**src/rtl/keypoint_serializer.sv**
```systemverilog
// Reads packed keypoints from BRAM after detection completes and emits a framed byte stream:
// 0xA5, count[15:8], count[7:0], two bytes per keypoint (MSB first), 0x5A.
module keypoint_serializer #(
   parameter int DIMENSION    = 64,
   parameter int READ_LATENCY = 2,
   parameter int ADDR_W       = $clog2(DIMENSION * DIMENSION),
   parameter int KEY_W        = 2 * $clog2(DIMENSION) + 1
) (
   input  logic              clk,
   input  logic              rst_in,
   input  logic              start,
   input  logic [ADDR_W-1:0] key_count,
   output logic [ADDR_W-1:0] key_read_addr,
   input  logic [KEY_W-1:0]  key_read_data,
   output logic [7:0]        byte_out,
   output logic              byte_valid,
   input  logic              byte_ready,
   output logic              busy,
   output logic              done
);

   localparam int WAIT_W = $clog2(READ_LATENCY + 2);

   typedef enum logic [3:0] {
      S_IDLE, S_HDR, S_CNT_HI, S_CNT_LO, S_FETCH, S_KEY_HI, S_KEY_LO, S_TRL, S_DONE
   } state_t;

   state_t            state, state_next;
   logic [ADDR_W-1:0] count_q;
   logic [ADDR_W-1:0] idx_q;
   logic [ADDR_W-1:0] idx_next;
   logic [WAIT_W-1:0] wait_q;
   logic [15:0]       key_q;
   logic [15:0]       count16;
   logic              xfer;
   logic              fetch_ready;

   assign count16     = 16'(count_q);
   assign idx_next    = idx_q + ADDR_W'(1);
   assign xfer        = byte_valid && byte_ready;
   assign fetch_ready = (wait_q == WAIT_W'(READ_LATENCY));

   // NOTE: sequential state uses non-blocking assignments so every register samples pre-edge values.
   always_ff @(posedge clk) begin
      if (rst_in) state <= S_IDLE;
      else        state <= state_next;
   end

   // NOTE: every output gets a default first so no path through the case infers a latch.
   always_comb begin
      state_next = state;
      byte_out   = 8'h00;
      byte_valid = 1'b0;
      busy       = 1'b0;
      done       = 1'b0;
      unique case (state)
         S_IDLE: if (start) state_next = S_HDR;
         S_HDR: begin
            busy = 1'b1; byte_valid = 1'b1; byte_out = 8'hA5;
            if (byte_ready) state_next = S_CNT_HI;
         end
         S_CNT_HI: begin
            busy = 1'b1; byte_valid = 1'b1; byte_out = count16[15:8];
            if (byte_ready) state_next = S_CNT_LO;
         end
         S_CNT_LO: begin
            busy = 1'b1; byte_valid = 1'b1; byte_out = count16[7:0];
            if (byte_ready) state_next = (count_q != '0) ? S_FETCH : S_TRL;
         end
         S_FETCH: begin
            busy = 1'b1;
            if (fetch_ready) state_next = S_KEY_HI;
         end
         S_KEY_HI: begin
            busy = 1'b1; byte_valid = 1'b1; byte_out = key_q[15:8];
            if (byte_ready) state_next = S_KEY_LO;
         end
         S_KEY_LO: begin
            busy = 1'b1; byte_valid = 1'b1; byte_out = key_q[7:0];
            if (byte_ready) state_next = (idx_next == count_q) ? S_TRL : S_FETCH;
         end
         S_TRL: begin
            busy = 1'b1; byte_valid = 1'b1; byte_out = 8'h5A;
            if (byte_ready) state_next = S_DONE;
         end
         S_DONE: begin
            done = 1'b1;
            if (!start) state_next = S_IDLE;
         end
         default: state_next = S_IDLE;
      endcase
   end

   // The read address is loaded on entry to FETCH so it is on the BRAM port for the whole wait.
   always_ff @(posedge clk) begin
      if (rst_in) begin
         count_q       <= '0;
         idx_q         <= '0;
         wait_q        <= '0;
         key_q         <= '0;
         key_read_addr <= '0;
      end else begin
         unique case (state)
            S_IDLE: if (start) begin
               count_q <= key_count;
               idx_q   <= '0;
            end
            S_CNT_LO: if (xfer && count_q != '0) begin
               key_read_addr <= idx_q;
               wait_q        <= '0;
            end
            S_FETCH: begin
               if (fetch_ready) begin
                  key_q  <= 16'(key_read_data);
                  wait_q <= '0;
               end else begin
                  wait_q <= wait_q + WAIT_W'(1);
               end
            end
            S_KEY_LO: if (xfer) begin
               idx_q <= idx_next;
               if (idx_next != count_q) begin
                  key_read_addr <= idx_next;
                  wait_q        <= '0;
               end
            end
            default: ;
         endcase
      end
   end

endmodule

```
**config.mk**
```make
export PLATFORM = sky130hd
export DESIGN_NAME = keypoint_serializer
export DESIGN_NICKNAME = d
export VERILOG_FILES = /design/src/rtl/keypoint_serializer.sv
export SDC_FILE = /design/constraint.sdc
export NUM_CORES = 1
export LEC_CHECK = 0
export ABC_AREA = 1
export CORE_ASPECT_RATIO = 1.25
export CORE_MARGIN = 3
export CORE_UTILIZATION = 48
export CTS_CLUSTER_DIAMETER = 200
export DETAILED_ROUTE_END_ITERATION = 8
export GPL_TIMING_DRIVEN = 1
export PLACE_DENSITY = 0.76
export SYNTH_ARGS = -nofsm -noshare
export SYNTH_HDL_FRONTEND = slang
export SYNTH_SLANG_ARGS = --single-unit
```
**constraint.sdc**
```tcl
create_clock -name clk -period 1.8 [get_ports clk]
set_input_delay 0.36 -clock clk [delete_from_list [all_inputs] [get_ports clk]]
set_output_delay 0.36 -clock clk [all_outputs]
set_load 0.03 [all_outputs]
```
[Word-level counts from Yosys, hierarchy flattened]
Index checks and enable logic that the tools add are counted.
Cells by class
  multiplexer cells: 28
  reductions and logical operators: 15
  equality and inequality tests: 23
  add/sub/neg operators: 2
Operators with widths (count)
  12-bit two-way mux: 5
  12-bit case mux with 2 select lines: 2
  8-bit case mux with 6 select lines: 1
  4-bit two-way mux: 9
  4-bit case mux with 9 select lines: 1
  2-bit != test, second input constant: 12
  4-bit by 3-bit equality test with 1-bit output, second input constant: 4
  12-bit by 1-bit adder with 12-bit output, second input constant: 1
  12-bit equality test: 1
  2-bit two-way mux: 6
  12-bit != test: 1
  12-bit nonzero test: 1
  9-bit AND reduction: 1
  4-bit by 2-bit equality test with 1-bit output, second input constant: 2
  4-bit AND reduction: 2
  7-bit OR reduction: 1
  2-bit case mux with 3 select lines: 1
  6-bit OR reduction: 1
  4-bit by 1-bit equality test with 1-bit output, second input constant: 1
  4-bit equality test, second input constant: 1
  4-bit logical NOT: 1
  2-bit AND reduction: 2
  2-bit nonzero test: 2
  1-bit two-way mux: 3
  5 further kinds: 6
Storage, ports and cells
  output and inout port bits: 23
  register bits: 55
  input port bits: 29

[Logic depth before layout (Yosys ltp)]
Gate-level depths: netlist (run 1).
  depth in word-level cells: 7
  depth in mapped cells: 14
  mapped depth without buffers: 14

[Worst setup path after synthesis (run 1)]
No wires, ideal clock.
  path type: register to register
  start point: register state[0]
  end point: register key_read_addr[3]
  clock period less this slack: 1937 ps
  setup slack: -137 ps
  cell stages (with the launch flop): 11
  setup time: 115 ps
  arrival time: 1822 ps
  path buffers: 1
  cells stage by stage: dfxtp_1 nor2_1 nor2_1 nand2_1 a21oi_1 nand2_1 inv_1 buf_1 nand3_1 nand2_1 nor2_1
Between the ends
  word-level cells in the longest chain between the ends: 7
  elaborated cells between the ends (all ways): 16
  those cells by class: eq/ne: 9; mux: 2; reduce/logical: 5
Ends and longest elaborated chain
  start: declaration: line 28  | state_t state, state_next;
  start signal: assignment: line 46  | else state <= state_next;
  4-bit by 3-bit equality test with 1-bit output, or another cell as far along: line 56  | unique case (state)
  6-bit OR reduction (no source line) *
  1-bit two-way mux *: line 56
  via byte_valid: line 16  | output logic byte_valid,
  1-bit logical AND *: line 40  | assign xfer = byte_valid && byte_ready;
  1-bit logical AND: line 108  | S_CNT_LO: if (xfer && count_q != '0) begin
  2-bit != test (no source line)
  4-bit AND reduction (no source line) *
  end signal: assignment: line 109  | key_read_addr <= idx_q;
  end signal: assignment: line 123  | key_read_addr <= idx_next;
  end: declaration: line 13  | output logic [ADDR_W-1:0] key_read_addr,
Mark *: on every way through the listed nets, which the timed path passes. The rest lies on a longest branch.
A chain may end at the register's enable or synchronous reset.

[Final worst setup path (run 1)]
  start point: register state[2]
  end point: output port byte_out[2]
Between the ends
  word-level cells in the longest chain between the ends: 2
  elaborated cells between the ends (all ways): 7
  those cells by class: eq/ne: 6; mux: 1
Ends and longest elaborated chain
  4-bit by 3-bit equality test with 1-bit output, or another cell as far along: line 56
  8-bit case mux with 6 select lines *: line 56
  end: declaration: line 15  | output logic [7:0] byte_out,
Every way passes the cells marked *; elsewhere a longest branch is shown, timed or not.

==> impl_results.md, run 1 <==
* Status: finished with violations
* Failing checks: setup timing
* Post-Synth Adder-Cell Area at 0.00816
* Post-layout util at 0.758
* Vias per inst at 5.51
* Drt drc at 0
* Slew HR at 0.753
* Die Wd at 77.5 um
* Yosys reg bits at 55
* Design area at 0.00453 sq mm
* Antenna violations before repair at 0
* Drt total wl at 9.89 mm
* Post-synthesis sequential area ratio at 0.359
* Top-count cell post-synth: nand2_1
* Vias in the first global route at about 3,300
* WP data arrival at approximately 1600 ps
* Reg clk slew, reported paths at roughly 100 ps
* Async set-or-reset flop fraction in the synthesized netlist at 0
* CP max FO at 4
* I/O pins at 52
* Critical path capture point type: primary output
* Synth Flop Type: dfxtp_1
* TritonCTS clock tree: built
* H-tree levels at 2
* HP Start: key_q[10]$_SDFFE_PP0P_
* Slack of the critical path at -194 ps
* Final period utilization at 1.11
* Crit Path Class: flop to primary output
* Final Skew at about 11 ps
* Placed cell areas at roughly 0.004 sq mm
* Pleak at ~1.8 nW
* CTS hold repair buffers at 0
* Tmin final at 1990 ps
* Final hold vios at 0
* Area Overhead vs Synth at 47.8%
* Clock root buffer: clkbuf_8
* Syn nets at around 500
* Final Max Tran Viols at 0
* Drt first pass iters at 5
* Layout cell share with drive strength beyond 1 at 0.273
* Int Pwr at 0.00289 W
* Final setup fails at 24
* PD cells at 1130 mW/mm^2
* Leading cell types by total area after synthesis: dfxtp_1, nand2_1, a21oi_1
* Final Wtd Congestion at 0.978
* Clock Power Share at 0.159
* Top-area cell type share of the netlist area at 0.359
* YS warnings at 0
* MaxCap Viol Count at 0
* Multiplexer share of the synthesized area at 0
* TritonCTS buffer count at 5
* Max IR drop VDD at 0.798 mV
* Hold WC Path Type: flop to flop
* First-pass GRT wire length at 15.2 mm
* Fin Hold WS at 461 ps
* CP startpoint: state[2]$_SDFFE_PP0P_
* Simple-Gate Fraction of Synth Area at 0.333
* Wirelength per Cell at 15.4 um
* Crit start category: flop
* Die area at 0.00739 sq mm
* Required @ worst endpoint at 1440 ps
* Post-synthesis cell count at 472
* GRT Total Usage at 0.260
* # rows at 31
* Syn avg cell area at 6.49 sq um
* Largest net degree at the start of global routing at 41
* Initial Util at 0.513
* Max Buffers Root-to-Sink at 2
* Post-synth EDFFs at 0
* Fin nets at between 500 and 600
* Final Power at just over 0.005 W
* Unique masters post-synth at 31
* DR vias at 3,535
* Vert. Die Dim at 95.3 um
* Largest family of logic cells by synthesized area: simple AND/OR/NAND/NOR gates
* Number of fill cells in the layout at 499
* Flop pwr share at 0.320
* Worst-margin pin slew at 369 ps
* RSZ-0062 raised after global routing: yes
* Global route total overflow at 0
* Worst-Skew Late Latency at 310 ps
* Hpwl dp at 6.76 mm
* ANT nets after route at 0
* Compound-cell area share of the yosys netlist at 0.201
* # port buffers at 51
* Number of diodes at 0
* Combinational share of power at 0.520
* F_max at 0.502 GHz
* Dpl ws at -214 ps
* Most frequent cells after synthesis: nand2_1, a21oi_1, dfxtp_1, inv_1, nand3_1
* Worst r2r src: idx_q[2]$_SDFFE_PP0P_
* Initial detailed-routing violation count at 321
* Synthesized area at 0.00307 sq mm
* Leading area contributor after synthesis: dfxtp_1
* Sw frac at 0.433
* CTS Sinks at 55
* Core ar. at 0.00597 sq mm
* P_sw at ~0.0022 W
* Synth Area in XOR/XNOR at 0.00571
==> state kept, by name, summed over array words and instances, names as in the netlist <==
name and flops:
key_q 13, state 4, idx_q 12, key_read_addr 12, count_q 12, wait_q 2
==> power by group through the flow <==
stage	Clock (W)	Combinational [W]	Sequential [W]
after detailed placement	0	0.00221	0.00160
final	0.000813	0.00266	0.00164
after CTS	0.000829	0.00239	0.00160
after global routing	0.000862	0.00289	0.00166
after global placement	0	0.00219	0.00159
after floorplan	0	0.00137	0.00159
==> path summary, 6_finish.rpt <==
kind	cells after the start	slack (ps)	end
max reg2reg	10	-190	key_read_addr[8]$_SDFFE_PP0P_
min reg2reg	2	460	key_q[10]$_SDFFE_PP0P_
min	2	460	key_q[10]$_SDFFE_PP0P_
max	7	-190	byte_out[2]
==> metrics by stage <==
stage,std cells,setup TNS (ps)
after floorplan,472,0
after global placement,630,-2310
after detailed placement,630,-2850
after CTS,639,-2490
after global routing,642,-6230
final,642,-3400
==> area by class of cell <==
type,count,area (sq um),share of cell area
inverter,53,211,0.0467
sequential,55,1120,0.247
clock buffer,5,68.8,0.0152
clock inverter,2,37.5,0.00828
timing repair buffer,100,948,0.209
tap,82,103,0.0226
multi-input combinational,345,2040,0.450
==> critical path, stage by stage (launching register included) <==
cell	delay, ps
dfxtp_4	390
inv_4	40
nor2_4	140
inv_4	80
nor2_4	140
inv_2	80
o211ai_1	230
buf_4	210
==> kinds of logic (layout without fill, tap and decap cells) <==
kind of cell	after synthesis	count (layout)
flops	55	55
fa+ha+maj	2	2
buf+inv	72	160
compound gates	116	116
simple gates	225	225
xor+xnor	2	2
==> layer usage <==
layer,GRT usage,wire length [um],part of all wire,vias to the layer above
met5,0,0,0,-
met4,0.153,449,0.045,0
met3,0.0350,446,0.045,29
met2,0.489,5200,0.53,117
met1,0.277,3790,0.38,1638
li1,-,-,-,1751
==> placed cells by master (no fill, tap or decap), types with 2 or more instances in the layout <==
cell | synthesis | routed
nand2_2 | 3 | 10
nor3_1 | 2 | 2
o21ai_2 | 0 | 2
inv_4 | 0 | 3
buf_6 | 1 | 13
a21oi_1 | 63 | 56
clkdlybuf4s50_1 | 0 | 40
inv_1 | 53 | 40
nand4_1 | 6 | 6
clkbuf_8 | 0 | 5
nand3b_1 | 9 | 9
nand2_1 | 98 | 84
dfxtp_1 | 55 | 47
nor2_4 | 2 | 11
nor2_1 | 47 | 34
dfxtp_2 | 0 | 4
a21oi_2 | 0 | 6
nand2_4 | 0 | 7
o2111ai_2 | 0 | 2
nor2_2 | 2 | 6
inv_2 | 0 | 9
buf_4 | 0 | 41
o21ai_1 | 2 | 2
o21ai_0 | 39 | 37
nand3_1 | 53 | 41
dfxtp_4 | 0 | 4
buf_12 | 0 | 4
nand3_2 | 0 | 11
o221ai_4 | 0 | 3
==> timing repair <==
action                                  in CTS  in global routing
endpoints found under the setup margin      26                 37
endpoints found under the hold margin        0                  0
pin swaps                                   12                 26
gates resized for setup                     69                 56
buffers inserted                             3                  3
Power figures use the tool's default switching activity.
==> run 2, diff against run 1 <==
- SLEW_MARGIN: default -> 5
==> results of run 2 <==
Same layout as run 1: the final DEF is identical, and so are final timing and power.
